## config.mk

```make
export PLATFORM = sky130hd
export DESIGN_NAME = periph_arbiter
export DESIGN_NICKNAME = d
export VERILOG_FILES = /design/src/rtl/periph_arbiter.sv
export SDC_FILE = /design/constraint.sdc
export NUM_CORES = 1
export LEC_CHECK = 0
export CELL_PAD_IN_SITES_DETAIL_PLACEMENT = 1
export CELL_PAD_IN_SITES_GLOBAL_PLACEMENT = 1
export CORE_MARGIN = 2
export CORE_UTILIZATION = 34
export CTS_BUF_LIST = sky130_fd_sc_hd__clkbuf_8 sky130_fd_sc_hd__clkbuf_16
export CTS_CLUSTER_DIAMETER = 50
export DETAILED_ROUTE_END_ITERATION = 8
export GPL_ROUTABILITY_DRIVEN = 0
export GPL_TIMING_DRIVEN = 0
export PLACE_DENSITY = 0.87
export SETUP_SLACK_MARGIN = 0.5
export SLEW_MARGIN = 20
export SYNTH_ARGS = -nofsm -noshare
export SYNTH_HDL_FRONTEND = slang
export SYNTH_SLANG_ARGS = --single-unit
```

## constraint.sdc

```tcl
create_clock -name clk -period 2.2 [get_ports clk]
set_input_delay 0.44 -clock clk [delete_from_list [all_inputs] [get_ports clk]]
set_output_delay 0.44 -clock clk [all_outputs]
set_load 0.02 [all_outputs]
```

## src/rtl/periph_arbiter.sv

```systemverilog
// Two-requester arbiter for the 16-bit peripheral send/ack port: round-robin on ties,
// four-phase handshake with per-phase timeout, done/error code returned to the winner.
module periph_arbiter #(
    parameter int DATA_W  = 16,
    parameter int TIMEOUT = 255,
    parameter int CNT_W   = 8
) (
    input  logic              clk,
    input  logic              rst,
    input  logic [1:0]        send0,
    input  logic [DATA_W-1:0] dado0,
    output logic [1:0]        ack0,
    input  logic [1:0]        send1,
    input  logic [DATA_W-1:0] dado1,
    output logic [1:0]        ack1,
    output logic [DATA_W-1:0] p_dado,
    output logic [1:0]        p_send,
    input  logic [1:0]        p_ack,
    output logic [1:0]        grant,
    output logic              err,
    output logic [CNT_W-1:0]  xfer_count
);

    // state | meaning
    // IDLE  | no owner, arbitrate on any request
    // P_REQ | p_send asserted, waiting for p_ack = 01
    // P_REL | p_send released, waiting for p_ack = 00
    // R_ACK | done code to owner, waiting for owner to drop send
    // ERR   | error code to owner, waiting for owner to drop send
    typedef enum logic [2:0] {IDLE, P_REQ, P_REL, R_ACK, ERR} state_t;

    localparam int TO_W = (TIMEOUT < 2) ? 1 : $clog2(TIMEOUT + 1);

    state_t          state;
    logic            owner;
    logic            last;
    logic [TO_W-1:0] to_cnt;

    logic req0;
    logic req1;
    logic pick;
    logic owner_req;
    logic to_hit;

    assign req0      = |send0;
    assign req1      = |send1;
    // On a tie the requester that did not own the previous transfer wins.
    assign pick      = (req0 && req1) ? ~last : req1;
    assign owner_req = owner ? req1 : req0;
    assign to_hit    = (to_cnt == TO_W'(TIMEOUT));

    always_ff @(posedge clk) begin
        if (!rst) begin
            state      <= IDLE;
            owner      <= 1'b0;
            last       <= 1'b1;
            to_cnt     <= '0;
            p_dado     <= '0;
            p_send     <= 2'b00;
            ack0       <= 2'b00;
            ack1       <= 2'b00;
            grant      <= 2'b00;
            err        <= 1'b0;
            xfer_count <= '0;
        end else begin
            err <= 1'b0;
            case (state)
                IDLE: begin
                    if (req0 || req1) begin
                        owner  <= pick;
                        p_dado <= pick ? dado1 : dado0;
                        grant  <= pick ? 2'b10 : 2'b01;
                        p_send <= 2'b01;
                        to_cnt <= '0;
                        state  <= P_REQ;
                    end
                end
                P_REQ: begin
                    if (p_ack == 2'b01) begin
                        p_send <= 2'b00;
                        to_cnt <= '0;
                        state  <= P_REL;
                    end else if (to_hit) begin
                        p_send <= 2'b00;
                        err    <= 1'b1;
                        ack0   <= owner ? 2'b00 : 2'b10;
                        ack1   <= owner ? 2'b10 : 2'b00;
                        state  <= ERR;
                    end else begin
                        to_cnt <= to_cnt + 1'b1;
                    end
                end
                P_REL: begin
                    if (p_ack == 2'b00) begin
                        xfer_count <= xfer_count + 1'b1;
                        last       <= owner;
                        ack0       <= owner ? 2'b00 : 2'b01;
                        ack1       <= owner ? 2'b01 : 2'b00;
                        state      <= R_ACK;
                    end else if (to_hit) begin
                        err   <= 1'b1;
                        ack0  <= owner ? 2'b00 : 2'b10;
                        ack1  <= owner ? 2'b10 : 2'b00;
                        state <= ERR;
                    end else begin
                        to_cnt <= to_cnt + 1'b1;
                    end
                end
                R_ACK: begin
                    if (!owner_req) begin
                        ack0  <= 2'b00;
                        ack1  <= 2'b00;
                        grant <= 2'b00;
                        state <= IDLE;
                    end
                end
                ERR: begin
                    if (!owner_req) begin
                        last  <= owner;
                        ack0  <= 2'b00;
                        ack1  <= 2'b00;
                        grant <= 2'b00;
                        state <= IDLE;
                    end
                end
                default: begin
                    p_send <= 2'b00;
                    ack0   <= 2'b00;
                    ack1   <= 2'b00;
                    grant  <= 2'b00;
                    state  <= IDLE;
                end
            endcase
        end
    end

endmodule
```

After elaboration in Yosys (flattened, before gate mapping):

Index checks and enable logic that the tools add are counted.

* add/sub/neg operators: 2
* equality and inequality tests: 13
* muxes and demuxes: 41
* bitwise logic cells: 4
* reductions and logical operators: 19

Operators by type and width (number)
* $mux W8: 4
* $mux W2: 14
* $pmux W8 S3: 1
* $add A8 B1 Y8 const B: 2
* $mux W16: 1
* $pmux W2 S4: 2
* $mux W3: 5
* $reduce_and A3 Y1: 5
* $ne A2 B2 Y1 const B: 6
* $pmux W2 S3: 2
* $pmux W3 S4: 1
* $mux W1: 9
* $eq A8 B8 Y1 const B: 1
* $reduce_or A2 Y1: 4
* $eq A3 B2 Y1 const B: 2
* $reduce_and A2 Y1: 3
* $not A1 Y1: 4
* $pmux W1 S2: 2
* $eq A3 B1 Y1 const B: 1
* $eq A3 B3 Y1 const B: 1
* $logic_not A3 Y1: 1
* $ne A3 B3 Y1 const B: 1
* $reduce_bool A3 Y1: 1
* $reduce_or A3 Y1: 1
* 5 further kinds: 5

* bits in registers: 46
* bits of input ports: 40
* logic and storage cells: 90

Logic depth before layout (Yosys ltp):

Gate-level depths: netlist of the first run.

* word-level depth: 6
* gate-level depth with buffers: 7

Least setup slack after synthesis of the first run:

No wires, ideal clock.

* path kind: input to register
* start: input port send1[1]
* end: register ack0[1]
* data arrival time: 1.506 ns
* setup time: 0.117 ns
* required time: 2.083 ns
* stages: 5
* path slack: 0.577 ns
* path buffers: 0
* cells stage by stage: or3b_4 -> o31a_4 -> o2bb2ai_2 -> a21o_1 -> a32o_1

* longest elaborated chain between the ends: 4

Ends and longest elaborated chain
* from (decl): line 13 `input logic [1:0] send1,`
* $reduce_or A2 Y1: line 46 `assign req1 = |send1;`
* $mux W1: line 49 `assign owner_req = owner ? req1 : req0;`
* $ne A2 B2 Y1 (no source line)
* $reduce_and A3 Y1 (no source line)
* to (signal assigned): line 86 `ack0 <= owner ? 2'b00 : 2'b10;`
* to (signal assigned): line 97 `ack0 <= owner ? 2'b00 : 2'b01;`
* to (signal assigned): line 102 `ack0 <= owner ? 2'b00 : 2'b10;`
* to (decl): line 12 `output logic [1:0] ack0,`

No other way between the ends.
A chain may end at the register's enable or synchronous reset.

Worst setup path after layout of the first run:

* start: input port p_ack[1]
* end: register ack1[0]

* longest elaborated chain between the ends: 3

Ends and longest elaborated chain
* from (decl): line 18 `input logic [1:0] p_ack,`
* $eq A2 B1 Y1 / $logic_not A2 Y1 (equally long branches): line 79, 94
* $ne A2 B2 Y1 (no source line) / $mux W2 (equally long branches)
* $reduce_and A3 Y1 (no source line) / $pmux W2 S4 (equally long branches)
* to (signal assigned): line 87 `ack1 <= owner ? 2'b10 : 2'b00;`
* to (signal assigned): line 98 `ack1 <= owner ? 2'b01 : 2'b00;`
* to (signal assigned): line 103 `ack1 <= owner ? 2'b10 : 2'b00;`
* to (decl): line 15 `output logic [1:0] ack1,`

Parallel ways exist; a longest one is shown, timed or not.

==> results by group, run 1 <==
Die
  – DIE HEIGHT: 85.2 microns
  – Core Box Area: 0.00635 sq mm
  – Number of ports placed on the die boundary: 73
  – Cell row count: 29
  – Initial core utilization: 0.353
  – Die width: 85.2 microns
  – Die outline area: 0.00726 sq mm

Placement
  – Count of buffers inserted at the top-level ports: 70
  – Post-DP HPWL: 4870 microns
  – Placed inst area: 0.00304 sq mm

Global route
  – Antenna violations before repair: 0
  – Via count of the first global-routing pass: 2306
  – Remaining Overflow, GRT: 0
  – Wire length of the first global-routing pass: 11500 microns
  – Global router's overall resource usage: 0.199
  – Largest net degree at the start of global routing: 14

Synth
  – Sequential-to-total area share from yosys stat: 0.402
  – Predominant post-synthesis flop cell: dfxtp_1
  – Yosys warns: 0
  – Synthesized cell area: 0.00224 sq mm
  – Proportion of register bits with asynchronous set or reset after synthesis: 0
  – Yosys top cell by area: dfxtp_1
  – Synthesized-area fraction occupied by adder cells: 0.0112
  – Xor and xnor area share after synthesis: 0.0429
  – Mean area per synthesized cell: 9.27 sq um
  – List of most frequent post-synthesis cells: dfxtp_1 (45), nor2_1 (34), a211oi_1 (23)
  – Leading post-synthesis cells by cell area: dfxtp_1 (40%), mux2i_1 (8.0%), a211oi_1 (7.7%)
  – Most used standard cell by instance count after synthesis: dfxtp_1
  – Post-synthesis share of cell area spent on and, or, nand and nor gates: 0.206
  – Area fraction in compound gates after synthesis: 0.210
  – Number of enable-type register cells in the synthesized netlist: 0
  – Portion of netlist area occupied by mux cells: 0.0803
  – Largest family of logic cells by synthesized area: compound AO/OA/AOI/OAI gates
  – Area share of the largest cell type after synthesis: 0.402
  – Number of distinct library cells after synthesis: 49
  – Total nets after synthesis: 284
  – Post-synthesis sequential element count: 45
  – Gate count of the mapped netlist: 242

Critical path
  – Signal arrival time at the worst endpoint: 1960 ps
  – Critical Path RT: 2390 ps
  – Worst setup SP type: primary input
  – Type of element capturing the critical path: flip-flop
  – Crit-path max FO: 5
  – Classification of the worst setup path: primary input to flip-flop

Pwr
  – IR drop worst, VDD: 0.000313 V
  – P per Cell Area: 628 mW/mm^2
  – Leakage: 1.59 nW
  – Overall power of the completed layout: 2.12 mW

Layout
  – Footprint of the multi-input gates: 0.00134 sq mm
  – Layout filler cell count: 705
  – Layout cells sized above 1: 0.211
  – Final nets: 378
  – Seq. cell area: 906 sq um
  – Count of antenna diodes in the layout: 0
  – Final instance area: 0.00337 sq mm
  – Area delta synth->final: 50.3%

Timing
  – Slew at the pin with the worst max-slew slack: 656 ps
  – Setup Viol. Count Final: 0
  – Hold Worst Slack: 484 ps
  – Min Clock Period, post-route: 1760 ps
  – Final Hold Viols: 0
  – Fin Clk Skew: 7.62 ps
  – Fmax: 567 MHz
  – Max transition margin: 0.563
  – Tcrit/Tclk final: 0.802
  – RSZ-0062 raised after global routing: yes
  – Final Max Slew Viols: 0

Outcome
  – Outcome: finished clean

Route
  – Total detailed-routing wirelength: 7800 microns
  – First drt pass iteration count: 4
  – Number of nets with antenna violations after routing: 0
  – Routed len/inst: 18.8 microns
  – Via-per-instance ratio: 5.49
  – First-iteration detailed-routing DRC count: 102
  – Total DRC errors in the routed layout: 0
  – Number of vias in the routed layout: 2274

CTS
  – H-tree depth: 2
  – Buffers from clock root to sink, at most: 2
  – Clock root buffer: clkbuf_8
  – Hold Buf Count CTS: 0
  – Clock insertion delay at the later pin of the skew report: 310 ps
  – Number of CTS-inserted buffers: 5
  – CTS tree: done
  – Sinks on the clock net: 45
  – CTS clk-pin slew, worst paths: 90 ps

Run
  – Max-cap violations: 0

Min path
  – Worst Hold Class: flip-flop to flip-flop
## area by class of cell
cell class	instances	share of cell area
multi-input cells	177	0.398
flip-flops and latches	45	0.269
repair buffers	87	0.242
plain buffers	16	0.0338
well taps	77	0.0286
clock buffers	5	0.0204
clock inverters	3	0.00445
inverters	4	0.00445
## power by group
part | switching [mW] | internal (mW) | total (mW)
registers | 0.0431 | 0.880 | 0.923
logic | 0.368 | 0.310 | 0.678
clock network | 0.298 | 0.216 | 0.514
total | 0.709 | 1.41 | 2.12
## critical path, stage by stage
cell	delay [ps]
dlygate4sd2_1	270
nand2b_1	290
o21a_1	260
a211oi_2	330
a221oi_2	70
nor3_1	290
## cell families (layout without fill, tap and decap cells)
group	count (synthesis)	after routing
xor gates and xnor gates	11	11
adders and majority gates	2	2
AOI/OAI and AO/OA	61	61
buffers and inverters	20	115
muxes	18	18
other	1	1
and+or+nand+nor	84	84
DFF	45	45
## cell usage in the layout, fill, tap and decap left out, types with 2 or more instances in the layout
master / n
and3_1: 4
o21a_1: 2
a31oi_1: 2
xor2_1: 9
dfxtp_2: 4
o21ai_0: 7
a211oi_2: 8
nand2_1: 14
nor2_1: 32
clkbuf_8: 5
a21oi_1: 9
clkbuf_2: 3
inv_1: 6
nand4_1: 3
nor4_4: 2
nor2_2: 4
o211ai_1: 2
clkdlybuf4s50_1: 33
mux2i_1: 18
and2_4: 3
a211oi_1: 15
clkbuf_1: 5
buf_6: 6
nor3_1: 2
a21o_1: 2
nand3_1: 7
dfxtp_1: 41
xnor2_1: 2
a32o_1: 3
dlymetal6s2s_1: 9
dlygate4sd2_1: 25
buf_4: 20
## routing by layer
layer	share of wire	global-route usage	vias up
li1	-	-	1070
met1	0.39	0.236	1086
met2	0.52	0.352	99
met3	0.062	0.0554	19
met4	0.022	0.0548	0
met5	0	0	-
## metrics by stage
step	instances	utilization	TNS (ps)	setup WS, ps
after detailed placement	389	0.479	-869	-91.2
after CTS	407	0.504	0	501
after global routing	414	0.531	0	441
after floorplan	242	-	0	577
after global placement	389	0.479	-138	-49.5
final	414	0.531	0	436
## timing repair
action / 4_1_cts / 5_1_grt
gates cloned: 0 / 1
setup buffers: 10 / 6
endpoints found under the setup margin: 64 / 44
pin swaps: 5 / 3
gates resized for setup: 40 / 43
## path summary, 6_finish.rpt
path                                start         to  slack (ps)  cells past startpoint
worst max-delay path             p_ack[1]    ack1[0]         440                      6
worst min register to register  to_cnt[1]  to_cnt[1]         480                      2
worst max register to register   state[0]  to_cnt[6]         520                      6
worst min-delay path            to_cnt[1]  to_cnt[1]         480                      2
## registers in the layout (all words and copies together), names as in the netlist, 2 cells and up
signal / flops
p_dado: 16
to_cnt: 8
xfer_count: 8
state: 3
ack0: 2
ack1: 2
grant: 2
(Power assumes the default switching activity.)
==> inputs of run 2 (changes only) <==
Settings changed: CORE_UTILIZATION 34 to 31, PLACE_DENSITY 0.87 to 0.84.
Clock period 2.2 ns to 1.58 ns, I/O delays scaled along.
==> results by group, run 2 (same netlist as run 1, synthesis figures left out) <==
Timing
  – RSZ-0062 raised after global routing: yes (unchanged)
  – Final worst setup slack: -75.8 ps (was 436 ps)
  – Final Hold Viols: 0 (unchanged)
  – Slew at the pin with the worst max-slew slack: 714 ps (was 656 ps)
  – Fmax: 604 MHz
  – Setup Viol. Count Final: 11 (was 0)
  – Max transition margin: 0.524 (was 0.563)
  – Tcrit/Tclk final: 1.05
  – Min Clock Period, post-route: 1660 ps
  – Final Max Slew Viols: 0 (unchanged)
  – Fin Clk Skew: 6.25 ps (was 7.62 ps)
  – Final setup TNS: -396 ps (was 0 ps)

Route
  – Via-per-instance ratio: 5.38 (was 5.49)
  – Total detailed-routing wirelength: 10100 microns (was 7800 microns)
  – Number of nets with antenna violations after routing: 0 (unchanged)
  – Routed len/inst: 21.5 microns (was 18.8 microns)
  – First drt pass iteration count: 4 (unchanged)
  – Total DRC errors in the routed layout: 0 (unchanged)
  – Number of vias in the routed layout: 2529 (was 2274)
  – First-iteration detailed-routing DRC count: 143 (was 102)

Global route
  – Antenna violations before repair: 0 (unchanged)
  – Via count of the first global-routing pass: 2533 (was 2306)
  – Global router's overall resource usage: 0.228 (was 0.199)
  – Largest net degree at the start of global routing: 13 (was 14)
  – Remaining Overflow, GRT: 0 (unchanged)
  – Wire length of the first global-routing pass: 13600 microns (was 11500 microns)

Die
  – Number of ports placed on the die boundary: 73 (unchanged)
  – Die width: 89.1 microns (was 85.2 microns)
  – Die outline area: 0.00793 sq mm (was 0.00726 sq mm)
  – Core Box Area: 0.00714 sq mm (was 0.00635 sq mm)
  – Initial core utilization: 0.314 (was 0.353)
  – DIE HEIGHT: 89.1 microns (was 85.2 microns)
  – Cell row count: 31 (was 29)

Critical path
  – Critical Path RT: 1800 ps (was 2390 ps)
  – Signal arrival time at the worst endpoint: 1880 ps (was 1960 ps)
  – Critical path endpoint: to_cnt[2] (was ack1[0])
  – Depth of the worst register-to-register path: 8 (was 6)
  – Worst setup SP type: flip-flop (was primary input)
  – Worst reg2reg path endpoint: to_cnt[2] (was to_cnt[6])
  – Timing startpoint of the critical path: state[1] (was p_ack[1])
  – Classification of the worst setup path: flip-flop to flip-flop (was primary input to flip-flop)
  – Slowest CP cell: dfxtp_2 (was a211oi_2)
  – Startpoint of the worst-slack reg-to-reg timing path: state[1] (was state[0])
  – Type of element capturing the critical path: flip-flop (unchanged)
  – Largest stage delay on the critical path: 320 ps (was 330 ps)
  – Worst setup slack for register-to-register paths: -80 ps (was 520 ps)
  – Cell chain of the critical path: buf_6 > nor4b_4 > buf_4 > a2111oi_4 > buf_6 > buf_6 > a21oi_1 > a211oi_1 (was dlygate4sd2_1 > nand2b_1 > o21a_1 > a211oi_2 > a221oi_2 > nor3_1)
  – Crit-path max FO: 7 (was 5)
  – Critical Path Most Common Cell: buf_6

Pwr
  – Clock power frac: 0.212 (was 0.243)
  – Leakage: 1.69 nW (was 1.59 nW)
  – Overall power of the completed layout: 3.34 mW (was 2.12 mW)
  – Internal Dissipation: 2.21 mW (was 1.41 mW)
  – P per Cell Area: 823 mW/mm^2 (was 628 mW/mm^2)
  – IR drop worst, VDD: 0.000421 V (was 0.000313 V)
  – Part of the total power dissipated in sequential elements: 0.392 (was 0.436)
  – Net switching fraction of the power: 0.339 (was 0.335)
  – Switch Pwr: 1.13 mW (was 0.709 mW)
  – Logic gate share of total power: 0.396 (was 0.321)

Layout
  – Final instance area: 0.00406 sq mm (was 0.00337 sq mm)
  – Most frequent cells in the layout: buf_6 (49), buf_4 (39), dfxtp_2 (35) (was dfxtp_1 (41), clkdlybuf4s50_1 (33), nor2_1 (32))
  – Layout cells sized above 1: 0.550 (was 0.211)
  – Largest register by flop count: p_dado (unchanged)
  – Area delta synth->final: 80.9% (was 50.3%)
  – Number of standard cells in the layout, taps in and fillers out: 470 (was 414)
  – Max reg flops: 16 (unchanged)
  – Final nets: 414 (was 378)
  – Leading cell type in the layout, fill and taps excluded: buf_6 (was dfxtp_1)
  – Count of antenna diodes in the layout: 0 (unchanged)
  – Largest registers ranked by flip-flop count: p_dado x16, to_cnt x8, xfer_count x8 (unchanged)

Placement
  – Placed inst area: 0.00318 sq mm (was 0.00304 sq mm)
  – Count of buffers inserted at the top-level ports: 70 (unchanged)
  – Cell count after placement: 411 (was 389)
  – Post-DP HPWL: 4970 microns (was 4870 microns)

CTS
  – Buffers from clock root to sink, at most: 2 (unchanged)
  – Number of CTS-inserted buffers: 5 (unchanged)
  – Clock root buffer: clkbuf_8 (unchanged)
  – Hold Buf Count CTS: 0 (unchanged)
  – CTS clk-pin slew, worst paths: 90 ps (about the same)
  – CTS tree: done (unchanged)
  – Clock insertion delay at the later pin of the skew report: 310 ps (about the same)
  – H-tree depth: 2 (unchanged)
  – Sinks on the clock net: 45 (unchanged)

Run
  – Max-cap violations: 0 (unchanged)

Outcome
  – Outcome: complete, but fails checks (was finished clean)
  – Violated checks: negative setup slack

Min path
  – Worst Hold Class: primary input to flip-flop (was flip-flop to flip-flop)
  – Hold-critical path depth: 2 (unchanged)
==> run 2: cell count changes in the layout (fill, tap and decap cells not counted), moves of 5 or more <==
cell,delta
dlygate4sd2_1,-23
buf_6,+43
nand2_1,-5
a211oi_2,+5
dfxtp_1,-35
a211oi_1,-5
dfxtp_2,+31
dlymetal6s2s_1,-9
buf_4,+19
==> run 2: what timing repair did <==
| item | 4_1_cts | 5_1_grt |
|---|---|---|
| buffers inserted | 41 | 9 |
| setup endpoints to repair | 77 | 77 |
| pin swaps | 22 | 18 |
| cloned | 3 | 0 |
| resized for setup | 282 | 36 |
==> run 2: power groups by stage <==
stage / clock, mW / sequential (mW) / combinational (mW)
after floorplan: 0 / 1.39 / 0.431
after global placement: 0 / 1.30 / 0.859
after detailed placement: 0 / 1.31 / 0.880
after CTS: 0.699 / 1.30 / 1.16
after global routing: 0.765 / 1.32 / 1.39
final: 0.707 / 1.31 / 1.32
==> run 2: metrics by stage <==
step,hold slack (ps),utilization,worst slack (ps)
finish,448,0.569,-75.8
global route,494,0.569,-130
CTS,411,0.541,-22.0
detailed placement,448,0.446,-635
global placement,439,0.446,-574
floorplan,452,-,30.1
==> run 2: worst min-delay path by stage <==
stage	startpoint	end	slack (ps)
floorplan	last	last	450
finish	rst	last	450
global placement	grant[1]	grant[1]	440
global route	rst	last	490
CTS	rst	last	410
detailed placement	grant[1]	grant[1]	450
==> run 2: routing by layer <==
layer,track usage,share of wire,up-vias
met3,0.0332,0.042,31
met2,0.427,0.53,110
met1,0.266,0.40,1256
li1,-,-,1132
met4,0.0706,0.035,0
met5,0,0,-
==> run 2: worst max-delay path: cells and delay by family (launching register included) <==
family                 cells  cell delay [ps]
AO/OA/AOI/OAI              3              520
buffers and inverters      4              590
AND/OR/NAND/NOR            1              130
flip-flops                 1              320
==> run 2: cell type report <==
type                    instances  area [sq um]
clock buffers                   5          68.8
fillers                       799          3080
inverters                       4          15.0
multi-input cells             177          1520
well taps                      99           124
plain buffers                  16           154
repair buffers                123          1220
flip-flops and latches         45           960
clock inverters                 1          5.00
